[config.mk]
export PLATFORM = sky130hd
export DESIGN_NAME = pipe_stage_reg
export DESIGN_NICKNAME = d
export VERILOG_FILES = /design/src/rtl/pipe_pkg.sv /design/src/rtl/pipe_stage_slot.sv /design/src/rtl/pipe_stage_reg.sv
export SDC_FILE = /design/constraint.sdc
export NUM_CORES = 1
export LEC_CHECK = 0
export BUFFER_PORTS_ARGS = -buffer_cell sky130_fd_sc_hd__clkbuf_2
export CAP_MARGIN = 20
export CORE_ASPECT_RATIO = 0.5
export CORE_MARGIN = 3
export CORE_UTILIZATION = 51
export DETAILED_ROUTE_END_ITERATION = 6
export GPL_TIMING_DRIVEN = 0
export HOLD_SLACK_MARGIN = 0.02
export PLACE_DENSITY = 0.76
export SLEW_MARGIN = 20
export SYNTH_ARGS = -nofsm -noshare
export SYNTH_HDL_FRONTEND = slang
export SYNTH_SLANG_ARGS = --single-unit
[constraint.sdc]
create_clock -name clk -period 5.4 [get_ports clk]
set_input_delay 0.54 -clock clk [delete_from_list [all_inputs] [get_ports clk]]
set_output_delay 0.54 -clock clk [all_outputs]
set_load 0.005 [all_outputs]
[src/rtl/pipe_pkg.sv]
// pipe_pkg: shared stage-register states, per-boundary bundle widths and control-field positions.
package pipe_pkg;

    typedef enum logic [1:0] {
        PS_EMPTY,
        PS_FULL,
        PS_SKID
    } ps_state_t;

    localparam int IF_ID_DATA_W  = 64;
    localparam int IF_ID_CTRL_W  = 14;
    localparam int ID_EX_DATA_W  = 176;
    localparam int ID_EX_CTRL_W  = 14;
    localparam int EX_MEM_DATA_W = 107;
    localparam int EX_MEM_CTRL_W = 14;
    localparam int MEM_WB_DATA_W = 71;
    localparam int MEM_WB_CTRL_W = 14;

    localparam int CB_REG_DST    = 0;
    localparam int CB_ALU_SRC    = 1;
    localparam int CB_MEM_TO_REG = 2;
    localparam int CB_REG_WRITE  = 3;
    localparam int CB_MEM_READ   = 4;
    localparam int CB_MEM_WRITE  = 5;
    localparam int CB_BRANCH     = 6;
    localparam int CB_JUMP       = 7;
    localparam int CB_ALU_OP     = 8;
    localparam int CB_ALU_OP_W   = 3;
    localparam int CB_TYPE       = 11;
    localparam int CB_TYPE_W     = 3;
    localparam int CTRL_BITS     = 14;

    // True when the control word would change architectural state downstream.
    function automatic logic ctrl_has_side_effect(input logic [CTRL_BITS-1:0] c);
        return c[CB_REG_WRITE] | c[CB_MEM_WRITE];
    endfunction

endpackage

[src/rtl/pipe_stage_slot.sv]
// pipe_stage_slot: one stage entry (valid, data, ctrl); clear empties the entry and zeroes ctrl.
module pipe_stage_slot
    import pipe_pkg::*;
#(
    parameter int DATA_W = ID_EX_DATA_W,
    parameter int CTRL_W = ID_EX_CTRL_W
) (
    input  logic              clk,
    input  logic              rst_n,
    input  logic              load,
    input  logic              clear,
    input  logic [DATA_W-1:0] in_data,
    input  logic [CTRL_W-1:0] in_ctrl,
    output logic              valid,
    output logic [DATA_W-1:0] data,
    output logic [CTRL_W-1:0] ctrl
);

    always_ff @(negedge clk or negedge rst_n) begin
        if (!rst_n) begin
            valid <= 1'b0;
            data  <= '0;
            ctrl  <= '0;
        end else if (clear) begin
            valid <= 1'b0;
            ctrl  <= '0;
        end else if (load) begin
            valid <= 1'b1;
            data  <= in_data;
            ctrl  <= in_ctrl;
        end
    end

endmodule

[src/rtl/pipe_stage_reg.sv]
// pipe_stage_reg: generic pipeline boundary register with valid/ready, optional skid entry, flush and hit freeze.
module pipe_stage_reg
    import pipe_pkg::*;
#(
    parameter int DATA_W = ID_EX_DATA_W,
    parameter int CTRL_W = ID_EX_CTRL_W,
    parameter bit SKID   = 1'b1
) (
    input  logic              clk,
    input  logic              rst_n,
    input  logic              hit,
    input  logic              flush,
    input  logic              in_valid,
    output logic              in_ready,
    input  logic [DATA_W-1:0] in_data,
    input  logic [CTRL_W-1:0] in_ctrl,
    output logic              out_valid,
    input  logic              out_ready,
    output logic [DATA_W-1:0] out_data,
    output logic [CTRL_W-1:0] out_ctrl,
    output logic              skid_full
);

    ps_state_t         state;
    logic              ti, to;
    logic              main_load, main_clear, skid_load, skid_clear;
    logic              skid_valid;
    logic [DATA_W-1:0] skid_data, main_src_data;
    logic [CTRL_W-1:0] skid_ctrl, main_src_ctrl;

    always_comb state = skid_valid ? PS_SKID : out_valid ? PS_FULL : PS_EMPTY;

    assign in_ready = SKID ? !skid_valid : (!out_valid | out_ready);
    assign ti       = in_valid & in_ready & hit;
    assign to       = out_valid & out_ready & hit;

    // Flush wins over every transfer; draining to EMPTY goes through clear so ctrl becomes a bubble.
    always_comb begin
        main_load  = !flush & (state == PS_EMPTY ? ti : state == PS_FULL ? (ti & to) : to);
        main_clear = flush | (state == PS_FULL & to & !ti);
        skid_load  = !flush & (state == PS_FULL) & ti & !to;
        skid_clear = flush | (state == PS_SKID & to);
    end

    assign main_src_data = state == PS_SKID ? skid_data : in_data;
    assign main_src_ctrl = state == PS_SKID ? skid_ctrl : in_ctrl;
    assign skid_full     = skid_valid;

    pipe_stage_slot #(.DATA_W(DATA_W), .CTRL_W(CTRL_W)) u_main (
        .clk     (clk),
        .rst_n   (rst_n),
        .load    (main_load),
        .clear   (main_clear),
        .in_data (main_src_data),
        .in_ctrl (main_src_ctrl),
        .valid   (out_valid),
        .data    (out_data),
        .ctrl    (out_ctrl)
    );

    generate
        if (SKID) begin : g_skid
            pipe_stage_slot #(.DATA_W(DATA_W), .CTRL_W(CTRL_W)) u_skid (
                .clk     (clk),
                .rst_n   (rst_n),
                .load    (skid_load),
                .clear   (skid_clear),
                .in_data (in_data),
                .in_ctrl (in_ctrl),
                .valid   (skid_valid),
                .data    (skid_data),
                .ctrl    (skid_ctrl)
            );
        end else begin : g_no_skid
            assign skid_valid = 1'b0;
            assign skid_data  = '0;
            assign skid_ctrl  = '0;
        end
    endgenerate

endmodule

==> flow_summary.json, run 1 <==
{
  "core_um2": 31080,
  "grt_max_degree": 98,
  "slew_viol_final": 0,
  "portBuffers": 387,
  "grt_usage": 0.2307,
  "overflow": 0,
  "start_util": 0.5307,
  "vias": 10323,
  "globalplace.congestion": 0.8001,
  "synthCells": 1056,
  "rrSetupSlack_ns": 2.55,
  "fp.dieArea_um2": 34660,
  "ys_types": 25,
  "yosys_warnings": 0,
  "hold_viol": 0,
  "drt_pre_antenna_iters": 4,
  "synthesis.nets": 1252,
  "rsz0062_at_grt": "no",
  "clock-sinks": 382,
  "startpoint_type": "flop",
  "cellInternalPower_mw": 5.638,
  "finClkSkew_ns": 0.01086,
  "antenna_found_initial": 6,
  "grt_pass1_vias": 11498,
  "syn2layout_area_growth_pct": 22.74,
  "critPathKind": "flop to output port",
  "cts_tree": "yes",
  "final_core_util": 0.6514,
  "hold_class": "flop to flop",
  "power_density_nw_per_um2": 372.7,
  "worst_setup_path_end_kind": "output port",
  "via_per_inst": 5.340,
  "final_cells": 1933,
  "syn_avg_cell_area_um2": 15.62,
  "swShare": 0.2528,
  "synth_ff_type": "dfrtn_1",
  "critPathMaxFanout": 19,
  "ir_drop_v": 0.0002313,
  "clock_latency_ns": 0.52,
  "arrival_ns": 4.58,
  "setup_violations": 0,
  "cts_max_level": 2,
  "worstHoldStart": "g_skid.u_skid.data[128]",
  "holdBufCountCts": 0,
  "power.switching_mw": 1.907,
  "seq_power_share": 0.499,
  "drtIter0Drc": 468,
  "synth-seq-area-share": 0.5796,
  "grt_pass1_wl_um": 63140,
  "cts_buffer_depth": 3,
  "reg2reg_from": "g_skid.u_skid.valid",
  "synth_seq_cells": 382,
  "postCtsResizedCells": 0,
  "drive_gt1_frac": 0.5329,
  "dp_cells": 1870,
  "worstHoldEndpoint": "g_skid.u_skid.data[128]",
  "routed_wl_um": 39890,
  "p_leak_nw": 9.808,
  "cts_setup_buffers": 0,
  "syn-cell-area_um2": 16490,
  "regToRegEndpoint": "g_skid.u_skid.data[133]",
  "rows": 45,
  "dp_hpwl_um": 29720,
  "max-cap-violations": 0,
  "required_ns": 4.86,
  "cts_buffers": 36,
  "die_w_um": 260.3,
  "slew_headroom": 0.4404,
  "reg2reg_depth": 6,
  "worst_pin_slew_ns": 0.8394,
  "die_h_um": 133.2,
  "antenna_left": 0,
  "hold_depth": 1,
  "async_flop_share": 1.000,
  "clkPwrFrac": 0.334,
  "pwr-share-comb": 0.167,
  "nFillCells": 2313,
  "clk_pin_slew_ns": 0.05,
  "nets": 1680,
  "clockRootBuffer": "clkbuf_16",
  "num_io_pins": 389,
  "drc": 0,
  "status": "finished, final reports clean",
  "synth-edff-count": 0,
  "wire_per_inst_um": 20.64
}
## power by group through the flow
stage               clock network [mW]  logic, mW  registers [mW]
global route                      2.71       1.38            3.83
floorplan                            0      0.587            3.77
CTS                               2.57       1.29            3.77
detailed placement                   0       1.28            3.81
global placement                     0       1.22            3.77
finish                            2.52       1.26            3.76
## worst max-delay path, cell delays in order, from the launching register on
cell and delay, ns:
dfrtn_1 0.42, buf_2 0.26, buf_2 0.46, inv_1 0.09, clkbuf_2 0.13
## state kept, by name, summed over array words and instances (netlist names)
register             count
g_skid.u_skid.ctrl      14
u_main.data            176
u_main.valid             1
g_skid.u_skid.data     176
u_main.ctrl             14
g_skid.u_skid.valid      1
## worst max-delay path by stage
stage                     slack, ns                 endpoint                 from
after CTS                      0.25                 in_ready  g_skid.u_skid.valid
after floorplan                0.57         u_main.data[100]                flush
after global placement        -6.67           u_main.ctrl[5]                rst_n
after global routing           0.18                 in_ready  g_skid.u_skid.valid
final                          0.28                 in_ready  g_skid.u_skid.valid
after detailed placement      -0.13  g_skid.u_skid.data[133]                  hit
## logic make-up (layout without fill, tap and decap cells)
group,after synthesis,after routing,synth area share
mux,542,542,0.3700
flops,382,382,0.5796
buf+inv,70,519,0.02276
compound gates,32,32,0.01646
simple gates,30,30,0.01115
other cells,0,5,0
## metal layers
metal,share of wire,track usage,vias up
li1,-,-,4668
met1,0.39,0.2659,5335
met2,0.53,0.4208,211
met3,0.039,0.04425,109
met4,0.048,0.09981,0
met5,0,0,-
## placed cells by master, fill, tap and decap left out, drive strengths merged, types with 2 or more instances in the layout
| cell type | count |
|---|---|
| clkbuf | 464 |
| nand2b | 15 |
| clkinv | 4 |
| dfrtn | 382 |
| o2bb2ai | 14 |
| a22o | 14 |
| nor3 | 2 |
| inv | 3 |
| nand2 | 3 |
| buf | 47 |
| diode | 5 |
| mux2 | 542 |
| a21oi | 2 |
| nor2 | 2 |
## area by class of cell
class,instances,area (um^2),area share
Clock inverter,6,61.31,0.003028
Timing Repair Buffer,391,2056,0.1015
Sequential cell,382,9559,0.4722
Inverter,2,7.507,0.0003708
Tap cell,423,529.3,0.02614
Clock buffer,53,1096,0.05414
Antenna cell,5,12.51,0.0006180
Buffer,67,364.1,0.01799
Multi-Input combinational cell,604,6559,0.3240
## cell usage after synthesis, types with 2 or more instances
master,number,area (um^2)
dfrtn_1,382,9559
mux2_2,316,3558
mux2_1,226,2545
buf_2,30,150.1
clkbuf_1,24,90.09
nand2b_1,15,93.84
a22o_1,14,122.6
o2bb2ai_1,14,122.6
buf_6,10,112.6
buf_1,4,15.01
nand2_1,3,11.26
a21oi_1,2,10.01
inv_1,2,7.510
nor2_1,2,7.510
nor3_1,2,10.01
## metrics by stage
stage | setup WS [ns] | cell area (um^2) | power [mW] | hold slack, ns | TNS, ns
finish | 0.2764 | 20240 | 7.545 | 0.4320 | 0
floorplan | 0.5721 | 16490 | 4.356 | 0.4192 | 0
CTS | 0.2549 | 20230 | 7.631 | 0.4340 | 0
global placement | -6.668 | 18960 | 4.989 | 0.4261 | -2535.61
global route | 0.1845 | 20240 | 7.915 | 0.4440 | 0
detailed placement | -0.1299 | 19080 | 5.093 | 0.4340 | -9.916
Note: power is estimated with default switching activity, not from simulation.
==> inputs of run 2 (changes only) <==
--- a/config.mk
+++ b/config.mk
@@ -13,7 +13,7 @@
 export DETAILED_ROUTE_END_ITERATION = 6
 export GPL_TIMING_DRIVEN = 0
 export HOLD_SLACK_MARGIN = 0.02
-export PLACE_DENSITY = 0.76
+export PLACE_DENSITY = 0.82
 export SLEW_MARGIN = 20
 export SYNTH_ARGS = -nofsm -noshare
 export SYNTH_HDL_FRONTEND = slang
==> run 2 against run 1 <==
- die area stayed put
- clock power is 5% higher
- sequential power hardly changed
- via count is 0.57% higher
- worst setup slack worse by 0.081 ns
- total power is 1.8% higher
- wire length up 1.6%
- utilization up 0.23 points
==> flow_summary.json, run 2 (same netlist as run 1, synthesis figures left out) <==
{
  "required_ns": 4.86,
  "post-place-ws_ns": -0.1843,
  "start_util": 0.5307,
  "max-cap-violations": 0,
  "slew_viol_final": 0,
  "wire_per_inst_um": 20.95,
  "drc": 0,
  "cts_setup_buffers": 0,
  "num_io_pins": 389,
  "rrSetupSlack_ns": 2.54,
  "grt_pass1_wl_um": 63140,
  "p_leak_nw": 9.838,
  "arrival_ns": 4.66,
  "largest_registers": "g_skid.u_skid.data: 176 flops, u_main.data: 176 flops",
  "power.total_mw": 7.677,
  "die_w_um": 260.3,
  "worst_setup_path_end_kind": "output port",
  "startpoint_type": "flop",
  "holdBufCountCts": 0,
  "critPathMaxFanout": 19,
  "seq_power_share": 0.491,
  "hold_slack_ns": 0.4316,
  "routed_wl_um": 40530,
  "clock_latency_ns": 0.52,
  "dp_hpwl_um": 30220,
  "power.switching_mw": 1.929,
  "grt_pass1_vias": 11345,
  "postCtsResizedCells": 0,
  "drive_gt1_frac": 0.5355,
  "finClkSkew_ns": 0.008798,
  "worst_slack_ns": 0.1956,
  "place_area_um2": 19080,
  "core_um2": 31080,
  "die_h_um": 133.2,
  "power_density_nw_per_um2": 377.9,
  "worst_pin_slew_ns": 0.8266,
  "clock-sinks": 382,
  "fp.dieArea_um2": 34660,
  "antenna_found_initial": 5,
  "final_common_cell": "clkbuf_2",
  "cts_buffers": 34,
  "antenna_left": 0,
  "cellInternalPower_mw": 5.748,
  "pwr-share-comb": 0.165,
  "drtIter0Drc": 448,
  "overflow": 0,
  "setup_violations": 0,
  "cts_max_level": 2,
  "clockRootBuffer": "clkbuf_16",
  "final_cells": 1935,
  "slew_headroom": 0.4489,
  "swShare": 0.2513,
  "status": "finished, final reports clean",
  "vias": 10382,
  "hold_viol": 0,
  "rsz0062_at_grt": "no",
  "rows": 45,
  "critPathKind": "flop to output port",
  "nets": 1678,
  "globalplace.congestion": 0.8061,
  "grt_usage": 0.2325,
  "via_per_inst": 5.365,
  "mostFrequentLayoutCells": "386 x clkbuf_2, 382 x dfrtn_1, 316 x mux2_2",
  "design_area_um2": 20310,
  "grt_max_degree": 100,
  "cts_buffer_depth": 3,
  "nFillCells": 2322,
  "clk_pin_slew_ns": 0.05,
  "cts_tree": "yes",
  "syn2layout_area_growth_pct": 23.17,
  "ir_drop_v": 0.0001986,
  "clkPwrFrac": 0.344,
  "portBuffers": 387,
  "drt_pre_antenna_iters": 4,
  "dp_cells": 1870,
  "hold_class": "flop to flop"
}
-- run 2: changes by cell type in the layout (fill, tap and decap cells not counted), sizes merged --
cell      before  now
clkbuf       464  459
clkinvlp       0    2
bufinv         1    4
clkinv         4    7
inv            3    2
-- run 2: area by class of cell --
type	count	area, um^2	area share
sequential	382	9559	0.4706
multi-input combinational	604	6559	0.3229
timing repair buffer	391	2056	0.1012
clock buffer	48	1057	0.05204
tap	423	529.3	0.02605
buffer	67	364.1	0.01792
clock inverter	13	170.2	0.008376
antenna	5	12.51	0.0006159
inverter	2	7.507	0.0003695
-- run 2: routing by layer --
metal,up-vias,routed length (um),track usage
met5,-,0,0
met4,0,1690,0.09549
met3,104,1259,0.03685
met2,205,21740,0.4253
met1,5406,15840,0.2742
li1,4667,-,-
-- run 2: path summary, 6_finish.rpt --
path / from / to / cells after the start
max in group asynchronous: rst_n / g_skid.u_skid.ctrl[1] / 2
worst max-delay path: g_skid.u_skid.valid / in_ready / 4
min in group asynchronous: rst_n / g_skid.u_skid.data[17] / 1
worst max register to register: g_skid.u_skid.valid / g_skid.u_skid.data[125] / 6
worst min-delay path: u_main.data[118] / u_main.data[118] / 1
worst min register to register: u_main.data[118] / u_main.data[118] / 1
-- run 2: power groups by stage --
stage | clock, mW | combinational [mW] | sequential, mW
after CTS | 2.70 | 1.29 | 3.77
after global placement | 0 | 1.22 | 3.77
after global routing | 2.83 | 1.38 | 3.83
after floorplan | 0 | 0.587 | 3.77
final | 2.64 | 1.27 | 3.77
after detailed placement | 0 | 1.29 | 3.81
-- run 2: worst max-delay path, stage by stage, from the launching register on --
cell	delay, ns
dfrtn_1	0.43
buf_2	0.26
buf_2	0.50
inv_1	0.11
clkbuf_2	0.14
-- run 2: through the flow --
| step | util | TNS, ns |
|---|---|---|
| floorplan | - | 0 |
| CTS | 0.6532 | 0 |
| detailed placement | 0.6138 | -14.53 |
| global placement | 0.6100 | -2455.92 |
| finish | 0.6536 | 0 |
| global route | 0.6536 | 0 |
